## config.mk

```make
export PLATFORM = sky130hd
export DESIGN_NAME = accel_job_scheduler
export DESIGN_NICKNAME = d
export VERILOG_FILES = /design/src/rtl/accel_job_scheduler_pkg.sv /design/src/rtl/accel_job_scheduler_sched_fifo.sv /design/src/rtl/accel_job_scheduler.sv
export SDC_FILE = /design/constraint.sdc
export NUM_CORES = 1
export LEC_CHECK = 0
export BUFFER_PORTS_ARGS = -buffer_cell sky130_fd_sc_hd__buf_4
export CAP_MARGIN = 20
export CORE_MARGIN = 1
export CORE_UTILIZATION = 61
export CTS_CLUSTER_DIAMETER = 100
export DETAILED_ROUTE_END_ITERATION = 16
export HOLD_SLACK_MARGIN = 0.02
export PLACE_DENSITY = 0.82
export SLEW_MARGIN = 20
export SYNTH_ARGS = -nofsm -noshare
export SYNTH_HDL_FRONTEND = slang
export SYNTH_SLANG_ARGS = --single-unit
```

## constraint.sdc

```tcl
create_clock -name clk -period 4.4 [get_ports clk]
set_input_delay 0.44 -clock clk [delete_from_list [all_inputs] [get_ports clk]]
set_output_delay 0.44 -clock clk [all_outputs]
set_load 0.1 [all_outputs]
```

## src/rtl/accel_job_scheduler_pkg.sv

```systemverilog
// Shared types for the keccak job scheduler: FSM states, response status codes
// and the width of the RUN timeout counter.
package accel_job_scheduler_pkg;

   typedef enum logic [2:0] {
      S_IDLE,
      S_LAUNCH,
      S_RUN,
      S_CLEAR,
      S_REPORT
   } sched_state_t;

   typedef enum logic [1:0] {
      STS_OK      = 2'd0,
      STS_TIMEOUT = 2'd1,
      STS_BADLEN  = 2'd2
   } sched_status_t;

   localparam int TIMER_W = 16;

endpackage

```

## src/rtl/accel_job_scheduler_sched_fifo.sv

```systemverilog
// Synchronous FIFO holding pending scheduler commands; a push and a pop in the
// same cycle are both honoured, and pointers wrap modulo DEPTH.
module sched_fifo
   import accel_job_scheduler_pkg::*;
#(
   parameter int WIDTH = 10,
   parameter int DEPTH = 4,
   localparam int PTR_W = $clog2(DEPTH),
   localparam int CNT_W = $clog2(DEPTH + 1)
) (
   input  logic             clk,
   input  logic             rst_n,
   input  logic             push,
   input  logic [WIDTH-1:0] push_data,
   input  logic             pop,
   output logic [WIDTH-1:0] pop_data,
   output logic             full,
   output logic             empty,
   output logic [CNT_W-1:0] count
);

   logic [WIDTH-1:0] mem_q [DEPTH];
   logic [WIDTH-1:0] mem_d [DEPTH];
   logic [PTR_W-1:0] wr_ptr_q, wr_ptr_d;
   logic [PTR_W-1:0] rd_ptr_q, rd_ptr_d;
   logic [CNT_W-1:0] count_q, count_d;
   logic             do_push;
   logic             do_pop;

   assign full     = (count_q == CNT_W'(DEPTH));
   assign empty    = (count_q == '0);
   assign count    = count_q;
   assign pop_data = mem_q[rd_ptr_q];

   // Requests against a full or empty queue are dropped here so callers can stay simple.
   always_comb begin
      do_push  = push && !full;
      do_pop   = pop && !empty;
      mem_d    = mem_q;
      wr_ptr_d = wr_ptr_q;
      rd_ptr_d = rd_ptr_q;
      count_d  = count_q;
      if (do_push) begin
         mem_d[wr_ptr_q] = push_data;
         wr_ptr_d        = wr_ptr_q + PTR_W'(1);
      end
      if (do_pop) begin
         rd_ptr_d = rd_ptr_q + PTR_W'(1);
      end
      unique case ({do_push, do_pop})
         2'b10:   count_d = count_q + CNT_W'(1);
         2'b01:   count_d = count_q - CNT_W'(1);
         default: count_d = count_q;
      endcase
   end

   always_ff @(posedge clk or negedge rst_n) begin
      if (!rst_n) begin
         mem_q    <= '{default: '0};
         wr_ptr_q <= '0;
         rd_ptr_q <= '0;
         count_q  <= '0;
      end else begin
         mem_q    <= mem_d;
         wr_ptr_q <= wr_ptr_d;
         rd_ptr_q <= rd_ptr_d;
         count_q  <= count_d;
      end
   end

endmodule

```

## src/rtl/accel_job_scheduler.sv

```systemverilog
// Sequences queued hash jobs onto the single keccak accelerator: start, watch for
// done or timeout, clear the engine and hand back a tagged status with an irq.
module accel_job_scheduler
   import accel_job_scheduler_pkg::*;
#(
   parameter int LEN_W       = 6,
   parameter int TAG_W       = 4,
   parameter int QDEPTH      = 4,
   parameter int TIMEOUT_CYC = 1024,
   localparam int CNT_W      = $clog2(QDEPTH + 1)
) (
   input  logic             clk,
   input  logic             rst_n,
   input  logic             cmd_valid,
   output logic             cmd_ready,
   input  logic [LEN_W-1:0] cmd_len,
   input  logic [TAG_W-1:0] cmd_tag,
   output logic             accel_start,
   output logic [LEN_W-1:0] accel_len,
   input  logic             accel_done,
   output logic             accel_clr,
   output logic             rsp_valid,
   input  logic             rsp_ready,
   output logic [TAG_W-1:0] rsp_tag,
   output logic [1:0]       rsp_status,
   output logic             irq,
   output logic             busy,
   output logic [CNT_W-1:0] q_count
);

   localparam logic [TIMER_W-1:0] TIMER_LOAD = TIMER_W'(TIMEOUT_CYC - 1);

   sched_state_t        state_q, state_d;
   logic [TIMER_W-1:0]  timer_q, timer_d;
   logic [LEN_W-1:0]    len_q, len_d;
   logic [TAG_W-1:0]    tag_q, tag_d;
   sched_status_t       status_q, status_d;

   logic [LEN_W+TAG_W-1:0] fifo_head;
   logic                   fifo_pop;
   logic                   fifo_full;
   logic                   fifo_empty;
   logic [LEN_W-1:0]       head_len;
   logic [TAG_W-1:0]       head_tag;

   sched_fifo #(
      .WIDTH (LEN_W + TAG_W),
      .DEPTH (QDEPTH)
   ) u_cmd_q (
      .clk       (clk),
      .rst_n     (rst_n),
      .push      (cmd_valid),
      .push_data ({cmd_tag, cmd_len}),
      .pop       (fifo_pop),
      .pop_data  (fifo_head),
      .full      (fifo_full),
      .empty     (fifo_empty),
      .count     (q_count)
   );

   assign head_len = fifo_head[LEN_W-1:0];
   assign head_tag = fifo_head[LEN_W +: TAG_W];

   always_comb begin
      state_d  = state_q;
      timer_d  = timer_q;
      len_d    = len_q;
      tag_d    = tag_q;
      status_d = status_q;
      fifo_pop = 1'b0;
      unique case (state_q)
         S_IDLE: begin
            if (!fifo_empty) begin
               fifo_pop = 1'b1;
               len_d    = head_len;
               tag_d    = head_tag;
               if (head_len == '0) begin
                  status_d = STS_BADLEN;
                  state_d  = S_REPORT;
               end else begin
                  state_d  = S_LAUNCH;
               end
            end
         end
         S_LAUNCH: begin
            timer_d = TIMER_LOAD;
            state_d = S_RUN;
         end
         // A done arriving on the expiry cycle still counts as success.
         S_RUN: begin
            if (accel_done) begin
               status_d = STS_OK;
               state_d  = S_CLEAR;
            end else if (timer_q == '0) begin
               status_d = STS_TIMEOUT;
               state_d  = S_CLEAR;
            end else begin
               timer_d  = timer_q - TIMER_W'(1);
            end
         end
         S_CLEAR: begin
            state_d = S_REPORT;
         end
         S_REPORT: begin
            if (rsp_ready) begin
               state_d = S_IDLE;
            end
         end
         default: begin
            state_d = S_IDLE;
         end
      endcase
   end

   always_ff @(posedge clk or negedge rst_n) begin
      if (!rst_n) begin
         state_q  <= S_IDLE;
         timer_q  <= '0;
         len_q    <= '0;
         tag_q    <= '0;
         status_q <= STS_OK;
      end else begin
         state_q  <= state_d;
         timer_q  <= timer_d;
         len_q    <= len_d;
         tag_q    <= tag_d;
         status_q <= status_d;
      end
   end

   assign cmd_ready   = !fifo_full;
   assign accel_start = (state_q == S_LAUNCH);
   assign accel_clr   = (state_q == S_CLEAR);
   assign rsp_valid   = (state_q == S_REPORT);
   assign irq         = rsp_valid;
   assign busy        = (state_q != S_IDLE) || !fifo_empty;
   assign accel_len   = len_q;
   assign rsp_tag     = tag_q;
   assign rsp_status  = status_q;

endmodule

```

; Yosys cells after proc, flatten, opt, wreduce, memory -nomap -nowiden
; Cells that the tools add are included.
[totals]
reg_bits = 78
latchBits = 0
mem_bits_rw = 0
mem_bits_ro = 0
input_bits = 15
out_inout_bits = 21
word_cells = 77
mem_count = 0
[classes]
add_sub_neg = 5
multipliers = 0
div_mod_pow = 0
magnitude_cmp = 3
n_eq_ne = 13
shift = 0
muxes = 23
bitwise_logic = 3
n_reduce_logical = 18
[op_table]
columns = operator, count
row1 = $bwmux 40, 1
row2 = $mux 16, 2
row3 = $pmux 16 s2, 1
row4 = $mux 10, 3
row5 = $bmux 10 s2, 1
row6 = $demux 10 s2, 1
row7 = $logic_not 16->1, 1
row8 = $sub 16x1->16 const B, 1
row9 = $mux 3, 5
row10 = $pmux 3 s5, 1
row11 = $ne 2x2->1 const B, 5
row12 = $mux 2, 4
row13 = $eq 3x2->1 const B, 2
row14 = $eq 3x3->1 const B, 2
row15 = $ge 3x3->1 const B, 2
row16 = $logic_not 3->1, 2
row17 = $logic_not 6->1, 1
row18 = $not 2->3, 2
row19 = $pmux 3 s2, 1
row20 = $reduce_and 3->1, 2
row21 = $reduce_bool 2->1, 3
row22 = $add 2x1->2 const B, 2
row23 = $pmux 2 s2, 1
row24 = $reduce_and 4->1, 1
row25 = 14 further kinds, 18

; Logic depth before layout (Yosys ltp)
; Gate-level depths: netlist of the first run.
[depth]
depth_word = 8
mapped_depth = 11
ltp_nobuf = 10

; Hierarchy
; A second synthesis of the first run with hierarchy kept.
[hier_totals]
hier_cells = 291
area_unflattened_um2 = 3797.4
[modules_own_cells]
columns = mod, n_inst, cells_each, area_each_um2, seq_area_each_um2
row1 = sched_fifo, 1, 132, 2119.5, 1176.1
row2 = accel_job_scheduler, 1, 159, 1677.9, 775.7

; Worst setup path before layout of the first run
; OpenSTA, ideal clock, no wires.
[synth_path]
kind = register to output
start = reg state_q[0]
end = out rsp_valid
arrival_time_ns = 3.317
t_required_ns = 3.960
path_slack_ns = 0.643
stages_incl_launch_ff = 4
path_cell_list = dfrtp_1 -> buf_6 -> nor3b_1 -> buf_4
[synth_via]
elab_chain_len = 1
[synth_rtl]
columns = element, line_no
row1 = start: declaration, accel_job_scheduler.sv:33  ; sched_state_t state_q, state_d;
row2 = start signal: assignment, accel_job_scheduler.sv:123  ; state_q <= state_d;
row3 = $eq 3x3->1, accel_job_scheduler.sv:134  ; assign rsp_valid = (state_q == S_REPORT);
row4 = end: declaration, accel_job_scheduler.sv:22  ; output logic rsp_valid,
; No other way between the ends.

; Worst setup path in the final report of the first run
[layout_path]
start = reg state_q[0]
end = out accel_start
[layout_via]
elab_chain_len = 1
[layout_rtl]
columns = element, line_no
row1 = $eq 3x1->1, accel_job_scheduler.sv:132  ; assign accel_start = (state_q == S_LAUNCH);
row2 = end: declaration, accel_job_scheduler.sv:18  ; output logic accel_start,
; No other way between the ends.

==> results of run 1 <==
[sequential cells by signal, summed over array words and instances, names as in the netlist]
register          flops
rsp_status            2
timer_q              16
u_cmd_q.mem_q        40
rsp_tag               4
u_cmd_q.wr_ptr_q      2
state_q               3
u_cmd_q.rd_ptr_q      2
u_cmd_q.count         3
accel_len             6
[layer usage]
| layer | vias up | share of wire, % |
|---|---|---|
| met5 | - | 0 |
| met4 | 0 | 1.0 |
| met3 | 6 | 2.4 |
| met2 | 38 | 52 |
| met1 | 1113 | 45 |
| li1 | 1061 | - |
[cells by family after synthesis]
| logic type | Yosys count |
|---|---|
| flops | 78 |
| xor+xnor | 13 |
| mux | 61 |
| buf+inv | 19 |
| simple gates | 63 |
| compound gates | 29 |
| fa+ha+maj | 7 |
[per-stage QoR]
stage / area [um^2] / cells / utilization, % / hold WS, ps / setup slack [ps]
floorplan: 3670 / 270 / - / 144 / 643
global placement: 3950 / 368 / 69.9 / 477 / 2050
detailed placement: 3950 / 368 / 69.9 / 483 / 2000
CTS: 4140 / 384 / 73.4 / 276 / 1970
global route: 4140 / 384 / 73.4 / 322 / 1830
finish: 4140 / 384 / 73.4 / 251 / 1990
[worst reg2reg max path, cell delays in order, from the launching register on]
cell	delay, ps
dfrtp_1	470
nor3_1	390
nor2b_1	180
buf_4	230
ha_1	220
inv_1	60
fa_1	370
xor2_1	150
nor2_1	110
xor2_1	160
[cells in the final DEF, fill, tap and decap left out, drive strengths merged, types with 2 or more instances in the layout]
master,synthesis,layout
buf,9,36
nor3,6,6
clkinv,0,2
mux4,10,10
a21boi,2,2
nor2,10,10
a211oi,4,4
o21ai,3,3
nand2,21,21
clkbuf,1,13
xnor2,10,10
a21oi,11,11
ha,6,6
or4,2,2
nand3,4,4
mux2,50,50
dfrtp,78,78
nor4b,2,2
nor4,5,5
and3,3,3
xor2,3,3
inv,9,9
nor3b,2,2
[final cells by class]
cell class              instances  share of cell area [%]
clock buffers                  13                    3.60
clock inverters                 3                    1.06
inverters                       9                   0.816
multi-input cells             173                    38.7
flip-flops and latches         78                    47.2
well taps                      72                    2.18
repair buffers                 36                    6.53
[worst min-delay path by stage]
stage | cells after the start | startpoint | end | slack, ps
floorplan | 0 | rst_n | accel_len[0]$_DFFE_PN0P_ | 140
detailed placement | 1 | rsp_status[1]$_DFFE_PN0P_ | rsp_status[1]$_DFFE_PN0P_ | 480
finish | 1 | rst_n | timer_q[1]$_DFFE_PN0P_ | 250
global placement | 1 | rsp_status[1]$_DFFE_PN0P_ | rsp_status[1]$_DFFE_PN0P_ | 480
global route | 1 | rst_n | timer_q[0]$_DFFE_PN0P_ | 320
CTS | 1 | rst_n | timer_q[10]$_DFFE_PN0P_ | 280
==> flow_summary.json, run 1 <==
{
  "clock_tree.root_cell": "clkbuf_8",
  "dp_hpwl_um": 4340,
  "cts-resized-gates": 0,
  "cts_tree": "built",
  "dr.pass1.iters": 4,
  "slowest_stage": "or3b_2",
  "grt_pass1_vias": 2309,
  "worstRegToRegCells": 9,
  "fin_skew_ps": 7.25,
  "synth.yosys.seq_area_share_pct": 53.2,
  "worstPathRequired_ps": 3960,
  "gr-usage-met3_pct": 5.94,
  "yosys.area_share.simple_pct": 10.6,
  "final.setup.tns_ps": 0,
  "slew_violations": 0,
  "clock_path_buffers": 2,
  "synthMuxAreaShare_pct": 21.8,
  "die-area_mm2": 0.00633,
  "rsz0062_at_grt": "false",
  "critical_path.endpoint": "accel_start",
  "die_w_um": 79.5,
  "clkTransAtPathRegs_ps": 80,
  "drcViolationCount": 0,
  "track_usage_pct": 23.2,
  "core-area_mm2": 0.00564,
  "r2r-end": "u_cmd_q.count[2]$_DFFE_PN0P_",
  "synthTopCellsByArea": "dfrtp_1 (53%), mux2_2 (15%), mux4_2 (6.1%), xnor2_1 (2.4%), nand2_1 (2.1%)",
  "regArea_mm2": 0.00195,
  "die_h_um": 79.5,
  "post-cts-setup-buffers": 0,
  "drt-total-wl_um": 6330,
  "synth_xor_area_share_pct": 3.10,
  "clock_sinks": 78,
  "cts_buffers": 9,
  "regToRegSetupSlack_ps": 2000,
  "post_drt_wl_per_cell_um": 16.5,
  "cp_num_buf_inv": 2,
  "critical_path.startpoint": "state_q[0]$_DFFE_PN0P_",
  "critPathKind": "flop to output pin",
  "fillers": 368,
  "crit_path_max_incr_delay_ps": 610,
  "initial_core_util_pct": 65.0,
  "synth_seq_cells": 78,
  "via_count": 2218,
  "final_nets": 329,
  "cp_data_arrival_time_ps": 1970,
  "synth_top_area_share_pct": 53.2,
  "status": "finished, final reports clean",
  "use_met2_pct": 39.0,
  "setup-violations-final": 0,
  "grt-busiest-layer": "met2",
  "synthAdderAreaFrac_pct": 2.59,
  "grt_max_degree": 79,
  "synthFlopType": "dfrtp_1",
  "io_pins": 36,
  "insertion_delay_ps": 330,
  "io_buffers": 35,
  "fmax_mhz": 414,
  "startpoint_type": "flop",
  "synthTopCellsByCount": "dfrtp_1 (78), mux2_2 (50), nand2_1 (21)",
  "synth_compound_gate_area_share_pct": 5.60,
  "critPathMaxFanout": 10,
  "use_met1_pct": 28.7,
  "maxCapViolCount": 0,
  "first_iter_violations": 106,
  "grt_first_pass_wirelength_um": 10800,
  "synth_edf_count": 0,
  "multi_input_area_mm2": 0.00160,
  "final_antenna_net_count": 0,
  "synth_top_cell_by_area": "dfrtp_1",
  "antenna_found_initial": 0,
  "rows": 27,
  "antenna_cells": 0,
  "syn_to_final_growth_pct": 12.9,
  "hold_viol_final": 0,
  "hold_class": "input port to async pin",
  "drive_above_1_share_pct": 39.1,
  "yosys_warnings": 0,
  "ctsHoldBuffers": 0,
  "timing.final.crit_share_pct": 54.8,
  "yosysMostFrequentCell": "dfrtp_1",
  "synth.distinct_cells": 52,
  "synth_top_family_by_area": "multiplexers",
  "crit_family": "simple AND/OR/NAND/NOR gates",
  "slew_headroom_pct": 36.7,
  "crit_chain": "or3b_2 > inv_2 > buf_4",
  "synthCells": 270,
  "drt-vias-per-instance": 5.78,
  "synthesis.nets": 292,
  "gp_congestion": 0.759,
  "h-tree-depth": 3,
  "tightest_slew_ps": 949,
  "period_needed_ps": 2410,
  "synth.cell_area_mm2": 0.00367,
  "synth-async-reset-ratio_pct": 100,
  "overflow": 0,
  "r2r-start": "state_q[0]$_DFFE_PN0P_",
  "cp_num_cells": 3,
  "crit_path_end_kind": "output pin",
  "synth.avg_cell_area_um2": 13.6
}
Power of run 1 is left out: the tool's default activity adds up to more than one toggle a clock period on the data nets, which glitch-free logic cannot reach.
==> run 2, diff against run 1 <==
--- a/config.mk
+++ b/config.mk
@@ -8,11 +8,11 @@
 export BUFFER_PORTS_ARGS = -buffer_cell sky130_fd_sc_hd__buf_4
 export CAP_MARGIN = 20
 export CORE_MARGIN = 1
-export CORE_UTILIZATION = 61
+export CORE_UTILIZATION = 59
 export CTS_CLUSTER_DIAMETER = 100
 export DETAILED_ROUTE_END_ITERATION = 16
 export HOLD_SLACK_MARGIN = 0.02
-export PLACE_DENSITY = 0.82
+export PLACE_DENSITY = 0.8
 export SLEW_MARGIN = 20
 export SYNTH_ARGS = -nofsm -noshare
 export SYNTH_HDL_FRONTEND = slang
==> constraint.sdc (replaced) <==
create_clock -name clk -period 2.5 [get_ports clk]
set_input_delay 0.25 -clock clk [delete_from_list [all_inputs] [get_ports clk]]
set_output_delay 0.25 -clock clk [all_outputs]
set_load 0.1 [all_outputs]
==> run 2 against run 1 <==
Non-clock buffer count increased by 7. Clock skew fell by 1.5 ps. Global-route usage is 0.13 points lower. Sequential share of layout area shrank 1.1 points. Core utilization fell by 2.0 points. Clock-buffer cell count down 2. Sequential cell count is the same. Routed wire length up 5.8%.
==> flow_summary.json, run 2 (same netlist as run 1, synthesis figures left out) <==
{
  "rows": 28,
  "rsz0062_at_grt": "false",
  "dr.pass1.iters": 4,
  "insertion_delay_ps": 350,
  "crit_family": "simple AND/OR/NAND/NOR gates",
  "ctsHoldBuffers": 1,
  "initial_core_util_pct": 61.6,
  "timing.final.crit_share_pct": 91.2,
  "die_w_um": 80.8,
  "status": "finished, final reports clean",
  "drcViolationCount": 0,
  "setup-violations-final": 0,
  "crit_path_max_incr_delay_ps": 460,
  "hold_viol_final": 0,
  "post-cts-setup-buffers": 0,
  "cp_num_buf_inv": 1,
  "layout_commonest_cell": "dfrtp_1",
  "antenna_cells": 0,
  "final_nets": 336,
  "multi_input_area_mm2": 0.00162,
  "syn_to_final_growth_pct": 15.9,
  "period_needed_ps": 2280,
  "r2r-start": "timer_q[0]$_DFFE_PN0P_",
  "fin_skew_ps": 5.79,
  "clkTransAtPathRegs_ps": 80,
  "hold_class": "input port to flop",
  "clock_sinks": 78,
  "slew_headroom_pct": 53.0,
  "dp_hpwl_um": 4630,
  "track_usage_pct": 23.0,
  "regArea_mm2": 0.00196,
  "startpoint_type": "flop",
  "grt_max_degree": 58,
  "regMostFlops": "u_cmd_q.mem_q",
  "core-area_mm2": 0.00596,
  "cp_data_arrival_time_ps": 2480,
  "r2r-end": "timer_q[2]$_DFFE_PN0P_",
  "clock_tree.root_cell": "clkbuf_8",
  "first_iter_violations": 127,
  "grt_pass1_vias": 2340,
  "holdPathEnd": "rsp_status[0]$_DFFE_PN0P_",
  "slowest_stage": "nor3b_2",
  "largest_reg_flops": 40,
  "critPathKind": "flop to flop",
  "critPathMaxFanout": 11,
  "overflow": 0,
  "maxCapViolCount": 0,
  "gp_congestion": 0.778,
  "final.setup.tns_ps": 0,
  "drt-vias-per-instance": 5.84,
  "cts_buffers": 9,
  "fillers": 433,
  "post_drt_wl_per_cell_um": 17.0,
  "clock_path_buffers": 2,
  "die_h_um": 80.8,
  "crit_chain": "inv_1 > ha_1 > nor3b_2 > and3_1 > a21boi_2 > a211oi_1 > a31oi_1",
  "worstRegToRegCells": 7,
  "holdPathStages": 2,
  "h-tree-depth": 3,
  "hold_start": "accel_done",
  "io_buffers": 35,
  "tightest_slew_ps": 705,
  "worstPathRequired_ps": 2700,
  "drive_above_1_share_pct": 42.3,
  "via_count": 2301,
  "cts-resized-gates": 0,
  "final_antenna_net_count": 0,
  "drt-total-wl_um": 6700,
  "cts_tree": "built",
  "antenna_found_initial": 0,
  "regToRegSetupSlack_ps": 220,
  "crit_path_end_kind": "flop",
  "die-area_mm2": 0.00654,
  "final_cell_mix": "dfrtp_1 (75), mux2_2 (50), buf_4 (42)",
  "grt_first_pass_wirelength_um": 11000,
  "io_pins": 36,
  "slew_violations": 0,
  "fmax_mhz": 438
}
run 2: metal layers:
metal | routed length [um] | up-vias | GRT usage, %
li1 | - | 1069 | -
met1 | 2900 | 1171 | 28.4
met2 | 3470 | 50 | 39.3
met3 | 221 | 11 | 3.93
met4 | 106 | 0 | 11.1
met5 | 0 | - | 0
run 2: per-stage QoR:
| step | cells | utilization, % | cell area [um^2] | hold slack, ps | setup slack [ps] |
|---|---|---|---|---|---|
| 4_1_cts | 394 | 71.4 | 4250 | 138 | 214 |
| 6_report | 394 | 71.4 | 4250 | 147 | 219 |
| 3_3_place_gp | 377 | 67.4 | 4020 | 343 | 430 |
| 5_1_grt | 394 | 71.4 | 4250 | 151 | 23.5 |
| 2_1_floorplan | 270 | - | 3690 | -45.6 | -139 |
| 3_5_place_dp | 377 | 67.4 | 4020 | 348 | 333 |
run 2: cell type report:
class,count,area share (%)
clock buffers,11,3.33
repair buffers,43,7.65
inverters,9,0.795
well taps,75,2.21
flip-flops and latches,78,46.0
clock inverters,5,1.94
multi-input cells,173,38.1
run 2: how the worst max path moves through the flow:
stage / slack [ps] / cells after the start / endpoint / startpoint
2_1_floorplan: -140 / 11 / u_cmd_q.count[2]$_DFFE_PN0P_ / u_cmd_q.count[0]$_DFFE_PN0P_
3_5_place_dp: 330 / 7 / timer_q[2]$_DFFE_PN0P_ / timer_q[0]$_DFFE_PN0P_
4_1_cts: 210 / 3 / accel_start / state_q[0]$_DFFE_PN0P_
6_report: 220 / 7 / timer_q[2]$_DFFE_PN0P_ / timer_q[0]$_DFFE_PN0P_
3_3_place_gp: 430 / 7 / timer_q[4]$_DFFE_PN0P_ / timer_q[0]$_DFFE_PN0P_
5_1_grt: 20 / 7 / timer_q[2]$_DFFE_PN0P_ / timer_q[0]$_DFFE_PN0P_
Power of run 2 is left out for the same reason.
